--- src/rtl/vscpu_div_pkg.sv ---
// rtl/vscpu_div_pkg.sv - register offsets, status bits and FSM states of the bus divider
package vscpu_div_pkg;

  localparam logic [2:0] OFF_DIVIDEND  = 3'd0;
  localparam logic [2:0] OFF_DIVISOR   = 3'd1;
  localparam logic [2:0] OFF_CTRL      = 3'd2;
  localparam logic [2:0] OFF_QUOTIENT  = 3'd3;
  localparam logic [2:0] OFF_REMAINDER = 3'd4;
  localparam int         NUM_REGS      = 5;

  localparam int STAT_BUSY = 0;
  localparam int STAT_DONE = 1;
  localparam int STAT_DZ   = 2;

  typedef enum logic [1:0] {
    IDLE = 2'd0,
    RUN  = 2'd1,
    DONE = 2'd2
  } state_t;

endpackage

--- src/rtl/vscpu_div_core.sv ---
// rtl/vscpu_div_core.sv - multi-cycle restoring unsigned divider, one quotient bit per clock
module vscpu_div_core
  import vscpu_div_pkg::*;
#(
  parameter int DATA_W = 32
) (
  input  logic              clk,
  input  logic              rst,
  input  logic              start,
  input  logic [DATA_W-1:0] dividend,
  input  logic [DATA_W-1:0] divisor,
  output logic              busy,
  output logic              done,
  output logic              dz,
  output logic              finish,
  output logic [DATA_W-1:0] quotient,
  output logic [DATA_W-1:0] remainder
);

  localparam int CNT_W = $clog2(DATA_W);

  state_t            state, state_d;
  logic [CNT_W-1:0]  count;
  logic [DATA_W-1:0] prem;
  logic [DATA_W-1:0] qsh;
  logic [DATA_W:0]   trial, diff;
  logic [DATA_W-1:0] prem_n;
  logic              qbit;
  logic              load, fin_run, fin_dz;

  // Shift the next dividend bit into the partial remainder; no borrow means it fits.
  always_comb begin
    trial  = {prem, qsh[DATA_W-1]};
    diff   = trial - {1'b0, divisor};
    qbit   = ~diff[DATA_W];
    prem_n = qbit ? diff[DATA_W-1:0] : trial[DATA_W-1:0];
  end

  always_comb begin
    state_d = state;
    load    = 1'b0;
    fin_run = 1'b0;
    fin_dz  = 1'b0;
    case (state)
      IDLE, DONE: begin
        if (start) begin
          if (divisor == '0) begin
            state_d = DONE;
            fin_dz  = 1'b1;
          end else begin
            state_d = RUN;
            load    = 1'b1;
          end
        end
      end
      RUN: begin
        if (count == CNT_W'(DATA_W - 1)) begin
          state_d = DONE;
          fin_run = 1'b1;
        end
      end
      default: state_d = IDLE;
    endcase
  end

  always_ff @(posedge clk) begin
    if (rst) begin
      state     <= IDLE;
      count     <= '0;
      prem      <= '0;
      qsh       <= '0;
      quotient  <= '0;
      remainder <= '0;
      dz        <= 1'b0;
    end else begin
      state <= state_d;
      if (load) begin
        count <= '0;
        prem  <= '0;
        qsh   <= dividend;
        dz    <= 1'b0;
      end else if (state == RUN) begin
        count <= count + CNT_W'(1);
        prem  <= prem_n;
        qsh   <= {qsh[DATA_W-2:0], qbit};
      end
      if (fin_run) begin
        quotient  <= {qsh[DATA_W-2:0], qbit};
        remainder <= prem_n;
      end
      if (fin_dz) begin
        quotient  <= '1;
        remainder <= dividend;
        dz        <= 1'b1;
      end
    end
  end

  assign busy   = (state == RUN);
  assign done   = (state == DONE);
  assign finish = fin_run | fin_dz;

endmodule

--- src/rtl/vscpu_div_periph.sv ---
// rtl/vscpu_div_periph.sv - memory-mapped divider on the VSCPU RAM bus, blram-style 1-cycle reads
// Define VSCPU_DIV_IRQ_EN to drive a one-cycle completion pulse on o_irq.
module vscpu_div_periph
  import vscpu_div_pkg::*;
#(
  parameter int              SIZE      = 14,
  parameter int              DATA_W    = 32,
  parameter logic [SIZE-1:0] BASE_ADDR = 14'h3FF0
) (
  input  logic              clk,
  input  logic              rst,
  input  logic [SIZE-1:0]   i_addr,
  input  logic              i_we,
  input  logic [DATA_W-1:0] i_data,
  output logic [DATA_W-1:0] o_data,
  output logic              o_sel,
  output logic              o_ram_we,
  output logic              o_irq
);

`ifdef VSCPU_DIV_IRQ_EN
  localparam bit IRQ_EN = 1'b1;
`else
  localparam bit IRQ_EN = 1'b0;
`endif

  logic [SIZE-1:0]   offset;
  logic [2:0]        off;
  logic              hit, wr_en, start;
  logic [DATA_W-1:0] dividend, divisor, quotient, remainder, rd_data;
  logic              busy, done, dz, finish;

  // Unsigned offset from the base makes addresses below the window wrap high and miss.
  assign offset   = i_addr - BASE_ADDR;
  assign hit      = offset < SIZE'(NUM_REGS);
  assign off      = offset[2:0];
  assign wr_en    = i_we & hit;
  assign o_ram_we = i_we & ~hit;
  assign start    = wr_en && (off == OFF_CTRL) && i_data[0];

  vscpu_div_core #(
    .DATA_W(DATA_W)
  ) u_core (
    .clk      (clk),
    .rst      (rst),
    .start    (start),
    .dividend (dividend),
    .divisor  (divisor),
    .busy     (busy),
    .done     (done),
    .dz       (dz),
    .finish   (finish),
    .quotient (quotient),
    .remainder(remainder)
  );

  always_comb begin
    rd_data = '0;
    case (off)
      OFF_DIVIDEND:  rd_data = dividend;
      OFF_DIVISOR:   rd_data = divisor;
      OFF_CTRL: begin
        rd_data[STAT_BUSY] = busy;
        rd_data[STAT_DONE] = done;
        rd_data[STAT_DZ]   = dz;
      end
      OFF_QUOTIENT:  rd_data = quotient;
      OFF_REMAINDER: rd_data = remainder;
      default:       rd_data = '0;
    endcase
  end

  always_ff @(posedge clk) begin
    if (rst) begin
      dividend <= '0;
      divisor  <= '0;
      o_data   <= '0;
      o_sel    <= 1'b0;
      o_irq    <= 1'b0;
    end else begin
      // Operands are frozen while a divide is in flight.
      if (wr_en && !busy && off == OFF_DIVIDEND) dividend <= i_data;
      if (wr_en && !busy && off == OFF_DIVISOR)  divisor  <= i_data;
      o_sel  <= hit;
      o_data <= hit ? rd_data : '0;
      o_irq  <= finish & IRQ_EN;
    end
  end

endmodule

--- config.mk ---
export PLATFORM = sky130hd
export DESIGN_NAME = vscpu_div_periph
export DESIGN_NICKNAME = d
export VERILOG_FILES = /design/src/rtl/vscpu_div_pkg.sv /design/src/rtl/vscpu_div_core.sv /design/src/rtl/vscpu_div_periph.sv
export SDC_FILE = /design/constraint.sdc
export NUM_CORES = 1
export LEC_CHECK = 0
export ABC_AREA = 1
export BUFFER_PORTS_ARGS = -buffer_cell sky130_fd_sc_hd__buf_2
export CAP_MARGIN = 20
export CORE_AREA = 3 3 158 160
export CTS_BUF_LIST = sky130_fd_sc_hd__clkbuf_8 sky130_fd_sc_hd__clkbuf_16
export DETAILED_ROUTE_END_ITERATION = 8
export DIE_AREA = 0 0 161 163
export GPL_TIMING_DRIVEN = 0
export MAX_ROUTING_LAYER = met4
export PLACE_DENSITY = 0.76
export SETUP_SLACK_MARGIN = 0.2
export SLEW_MARGIN = 10
export SYNTH_ARGS = -nofsm -noshare
export SYNTH_HDL_FRONTEND = slang
export SYNTH_SLANG_ARGS = --single-unit
--- constraint.sdc ---
create_clock -name clk -period 2.11 [get_ports clk]
set_input_delay 0.5275 -clock clk [delete_from_list [all_inputs] [get_ports clk]]
set_output_delay 0.5275 -clock clk [all_outputs]
set_load 0.02 [all_outputs]
**After elaboration in Yosys (flattened, before gate mapping)**

Index checks and enable logic that the tools add are counted.

- $add $sub $neg: 3
- Order comparisons: 1
- Eq/ne operators: 9
- Multiplexer cells: 23
- Bitwise operators: 4
- Reductions and logical operators: 16

Operator list:

| cell | number |
|---|---|
| 2-to-1 mux 32 bit | 7 |
| one-hot mux 29 bit (4 select lines) | 1 |
| subtractor 33 x 32 -> 33 bit | 1 |
| logical NOT 32 bit | 1 |
| one-hot mux 3 bit (5 select lines) | 1 |
| less-than comparator 14 x 3 -> 1 bit (second input constant) | 1 |
| subtractor 14 bit (second input constant) | 1 |
| 2-to-1 mux 1 bit | 10 |
| == test 3 x 2 -> 1 bit (second input constant) | 2 |
| 2-to-1 mux 2 bit | 3 |
| nonzero test 2 bit | 3 |
| OR reduction 2 bit | 3 |
| adder 5 x 1 -> 5 bit (second input constant) | 1 |
| == test 5 bit (second input constant) | 1 |
| logical AND 1 bit | 5 |
| one-hot mux 2 bit (2 select lines) | 1 |
| == test 3 x 1 -> 1 bit (second input constant) | 1 |
| == test 3 bit (second input constant) | 1 |
| logical NOT 3 bit | 1 |
| AND 1 bit | 2 |
| == test 2 x 1 -> 1 bit (second input constant) | 1 |
| == test 2 bit (second input constant) | 1 |
| logical NOT 2 bit | 1 |
| inequality test 2 x 1 -> 1 bit (second input constant) | 1 |
| 4 further kinds | 5 |

- Flip-flop bits (word level): 233
- Bits of input ports: 49
- Output and inout bits: 35
- Logic and storage cells: 67

**Longest topological paths before layout**

- Depth in word-level cells: 9
- Gate-level depth with buffers: 20
- Depth with buffers taken out: 19

**Cells and area by module**

Synthesis repeated with hierarchy kept, for this count alone.

- Cells, all modules: 2,154
- Area total of the unflattened synthesis: 13,402.9 um^2

By module, submodules not included:

| module | instances | cells each | area an instance (um^2) |
|---|---|---|---|
| vscpu_div_core | 1 | 1,482 | 8,803.4 |
| vscpu_div_periph | 1 | 672 | 4,599.4 |

**Worst setup path after synthesis**

No wires, ideal clock.

- Kind: flip-flop to flip-flop
- From: reg u_core.qsh[31]
- To: reg u_core.prem[23]
- Library setup time: 0.109 ns
- Data arrival time: 2.128 ns
- Data required time: 2.001 ns
- Path slack: -0.127 ns
- Stages on the path, launching flop included: 20
- Period minus slack after synthesis: 2.237 ns
- Cells stage by stage: dfxtp_1 -> inv_1 -> ha_1 -> inv_1 -> fa_1 -> nand2_1 -> nand2_1 -> nand3_2 -> nand2_2 -> nand2_2 -> nand2_2 -> nand2_4 -> nand3_2 -> nand2_4 -> buf_8 -> nand2_2 -> nand2_1 -> nand2_1 -> nand2_1 -> inv_1

- Cells in the longest elaborated chain, start to end: 2

RTL lines:

| item | line | RTL |
|---|---|---|
| start, declared | vscpu_div_core.sv:25 | `logic [DATA_W-1:0] qsh;` |
| start signal, assigned | vscpu_div_core.sv:80 | `qsh <= dividend;` |
| start signal, assigned | vscpu_div_core.sv:85 | `qsh <= {qsh[DATA_W-2:0], qbit};` |
| subtractor 33 x 32 -> 33 bit | vscpu_div_core.sv:34 | `diff = trial - {1'b0, divisor};` |
| 2-to-1 mux 32 bit | vscpu_div_core.sv:36 | `prem_n = qbit ? diff[DATA_W-1:0] : trial[DATA_W-1:0];` |
| end signal, assigned | vscpu_div_core.sv:84 | `prem <= prem_n;` |
| end, declared | vscpu_div_core.sv:24 | `logic [DATA_W-1:0] prem;` |

No other way between the ends.
A chain may end at the register's enable or synchronous reset.

**Worst setup path after layout**

- From: reg u_core.qsh[31]
- To: reg u_core.prem[12]

Same word-level chain as after synthesis.

==> run_results.csv <==
group,metric,value,unit
drt,detail-route-antenna-nets,0,
synth,yosysTopAreaCell,"dfxtp_1",
clocking,clk_path_buf_depth,3,
die,io_pins,84,
synth,synth-seq-area-share,35.5,%
synth,syn_nets,2126,
synth,syn_inst,2042,
critical_path,cp.required,2.52,ns
synth,syn_avg_cell_area,6.44,um^2
critical_path,end_kind,"flip-flop",
pwr,p_per_area,532,nW/um^2
synth,synth-compound-area-share,14.2,%
synth,yosys_warnings,0,
synth,synth_common_cells,"534 x nand2_1, 359 x inv_1, 233 x dfxtp_1",
critical_path,r2r_cells,20,
drt,first_iter_violations,1961,
job,cap_viol_max_count,0,
place,gp_congestion,1.02,
sta,fin_setup_tns,-25.48,ns
clocking,htreeDepth,1,
sta,max_slew_margin,40.8,%
final_layout,num_antenna_cells,0,
die,die_w,161,um
critical_path,reg2reg_from,"u_core.qsh[31]$_SDFFE_PP0P_",
final_layout,fillerInstances,1920,
sta,max_freq,383,MHz
critical_path,arrival,3.02,ns
drt,dr.pass1.iters,8,
run_status,failed_checks,"negative setup slack",
synth,ys_seq_elements,233,
die,die_area,26200,um^2
synth,yosysMostFrequentCell,"nand2_1",
critical_path,worst_setup_path_start_kind,"flip-flop",
clocking,cts.clk_slew.worst_paths,0.06,ns
clocking,insertion_delay,0.53,ns
critical_path,cp_slowest_cell,"fa_2",
synth,synth.mux.area_fraction,0,%
global_route,grt_overflow,0,
sta,timing.final.ws_setup,-0.499,ns
pwr,p_leak,0.00741,uW
pwr,ir_drop,0.522,mV
die,core,23500,um^2
critical_path,worst-path-max-fanout,6,
clocking,cts_sinks,233,
die,rows,56,
drt,drc,0,
place,portBuffers,81,
sta,setup_viol,66,
sta,maxSlewViolCount,0,
drt,vias_per_cell,5.82,
synth,synth_area,13200,um^2
synth,synthArstFlopShare,0,%
drt,drt_wl_total,49.3,mm
sta,fin_skew,0.0217,ns
global_route,grt_pass1_wl,70.4,mm
synth,synthTopCellsByArea,"dfxtp_1 35%, nand2_1 15%, inv_1 10%, nor2_1 6.3%, nand3_1 5.7%",
clocking,cts-buffers-inserted,25,
synth,synth-xor-area-share,0.865,%
critical_path,worstSetupPathType,"flip-flop to flip-flop",
synth,yosys.area_share.adder,3.39,%
synth,synthSimpleGateAreaFrac,32.1,%
place,placed_area,14000,um^2
sta,period_share,124,%
synth,synth_top_family_by_area,"simple AND/OR/NAND/NOR gates",
global_route,grt_util_all_layers,34.6,%
synth,ys.flop_type,"dfxtp_1",
critical_path,crit_chain,"inv_4 -> ha_4 -> inv_4 -> fa_2 -> nand2_2 -> nand2_2 -> nand3_2 -> nand2_4 -> nand2_4 -> nand2_4 -> nand2_8 -> buf_12 -> nand3_4 -> nand2_8 -> clkbuf_16 -> nand2_8 -> nand2_2 -> nand2_1 -> nand2_1 -> inv_1",
critical_path,critPathMaxStageDelay,0.39,ns
drt,vias,14700,
critical_path,critical_path.startpoint,"u_core.qsh[31]$_SDFFE_PP0P_",
final_layout,utilization,71.3,%
place,dp_hpwl,33.8,mm
worst_hold_path,holdPathStages,2,
die,dieHeight,163,um
worst_hold_path,hold_start,"rst",
global_route,grt_max_degree,14,
run_status,status,"finished with violations",
sta,timing.final.hold_violations,0,
worst_hold_path,hold_class,"input pin to flip-flop",
synth,synth.distinct_cells,43,
sta,min_period,2.61,ns
global_route,antenna_found_initial,0,
clocking,hold_buffers,0,
die,initial_core_util,55.9,%
final_layout,final_nets,2276,
clocking,cts-root-buf,"clkbuf_16",
sta,rsz0062_at_grt,"yes",
drt,avgRoutedWirePerCell,19.5,um
final_layout,design_area,16800,um^2
sta,worst_pin_slew,0.887,ns
synth,synth_edf_count,0,
global_route,grt_pass1_vias,13400,
final_layout,drive_above_1_share,22.7,%
final_layout,syn2layout_area_growth,27.5,%
clocking,cts_tree,"yes",
synth,netlist.area_leader.share,35.5,%
[per-layer routing]
metal | vias up | wire [um] | share of wire, % | GRT usage [%]
met5 | - | 0 | 0 | -
met4 | 0 | 2730 | 5.5 | 12.0
met3 | 223 | 5150 | 10 | 5.14
met2 | 1029 | 22300 | 45 | 56.4
met1 | 6670 | 19100 | 39 | 44.1
li1 | 6774 | - | - | -
[cell type report]
cell class | count | area, um^2 | share of cell area, %
Multi-Input combinational cell | 1351 | 8060 | 48.0
Sequential cell | 233 | 4670 | 27.8
Inverter | 363 | 1380 | 8.20
Timing Repair Buffer | 122 | 872 | 5.20
Clock buffer | 29 | 681 | 4.06
Buffer | 96 | 632 | 3.77
Tap cell | 319 | 399 | 2.38
Clock inverter | 13 | 90.1 | 0.537
[registers in the layout, indices dropped and copies added, names as in the netlist]
register / count
u_core.remainder: 32
dividend: 32
o_sel: 1
u_core.state: 2
o_data: 32
u_core.quotient: 32
u_core.count: 5
u_core.dz: 1
u_core.qsh: 32
divisor: 32
u_core.prem: 32
[layout by cell type (no fill, tap or decap), drive strengths merged, types with 61 or more instances in the layout]
cell and instances:
nand2 567, inv 367, dfxtp 233, nor2 225, buf 167, nand3 154
a21oi 104, clkbuf 80, a211oi 64, o21ai 61
[worst max-delay path: cells and delay by family, from the launching register on]
| kind | cells | cell delay (ns) |
|---|---|---|
| buffers and inverters | 5 | 0.49 |
| and+or+nand+nor | 13 | 1.14 |
| DFF | 1 | 0.33 |
| adders and majority gates | 2 | 0.53 |
[cell families (layout without fill, tap and decap cells)]
| family | Yosys count | in the layout |
|---|---|---|
| AOI/OAI and AO/OA | 303 | 303 |
| and+or+nand+nor | 998 | 999 |
| DFF | 233 | 233 |
| adders and majority gates | 35 | 35 |
| buffers and inverters | 459 | 623 |
| xor gates and xnor gates | 13 | 13 |
| other | 1 | 1 |
[power breakdown]
part           leakage [uW]  switching, uW  internal, uW
logic               0.00513            201          68.2
clock network      0.000407           1850          2410
registers           0.00188         0.0514          4400
total               0.00741           2050          6870
[what timing repair did]
| item | in CTS | in global routing |
|---|---|---|
| pin swaps | 34 | 27 |
| gates cloned | 2 | 3 |
| setup buffers | 27 | 10 |
| gates resized for setup | 178 | 207 |
| setup endpoints to repair | 154 | 220 |
[through the flow]
stage                     cells  total power (uW)  hold slack [ns]  worst slack, ns
after floorplan            2042              4610            0.445          0.00222
after global placement     2442              4740            0.455           -0.535
after detailed placement   2442              4740            0.470           -0.539
after CTS                  2513              8840            0.271           -0.259
after global routing       2526              9060            0.263           -0.573
final                      2526              8920            0.249           -0.499
[worst paths after layout]
path | to | slack, ns
worst max-delay path | u_core.prem[12]$_SDFFE_PP0P_ | -0.50
worst min-delay path | o_sel$_SDFF_PP0_ | 0.25
worst min register to register | u_core.quotient[10]$_SDFFE_PP0P_ | 0.50
worst max register to register | u_core.prem[12]$_SDFFE_PP0P_ | -0.50
Power figures use the tool's default switching activity.
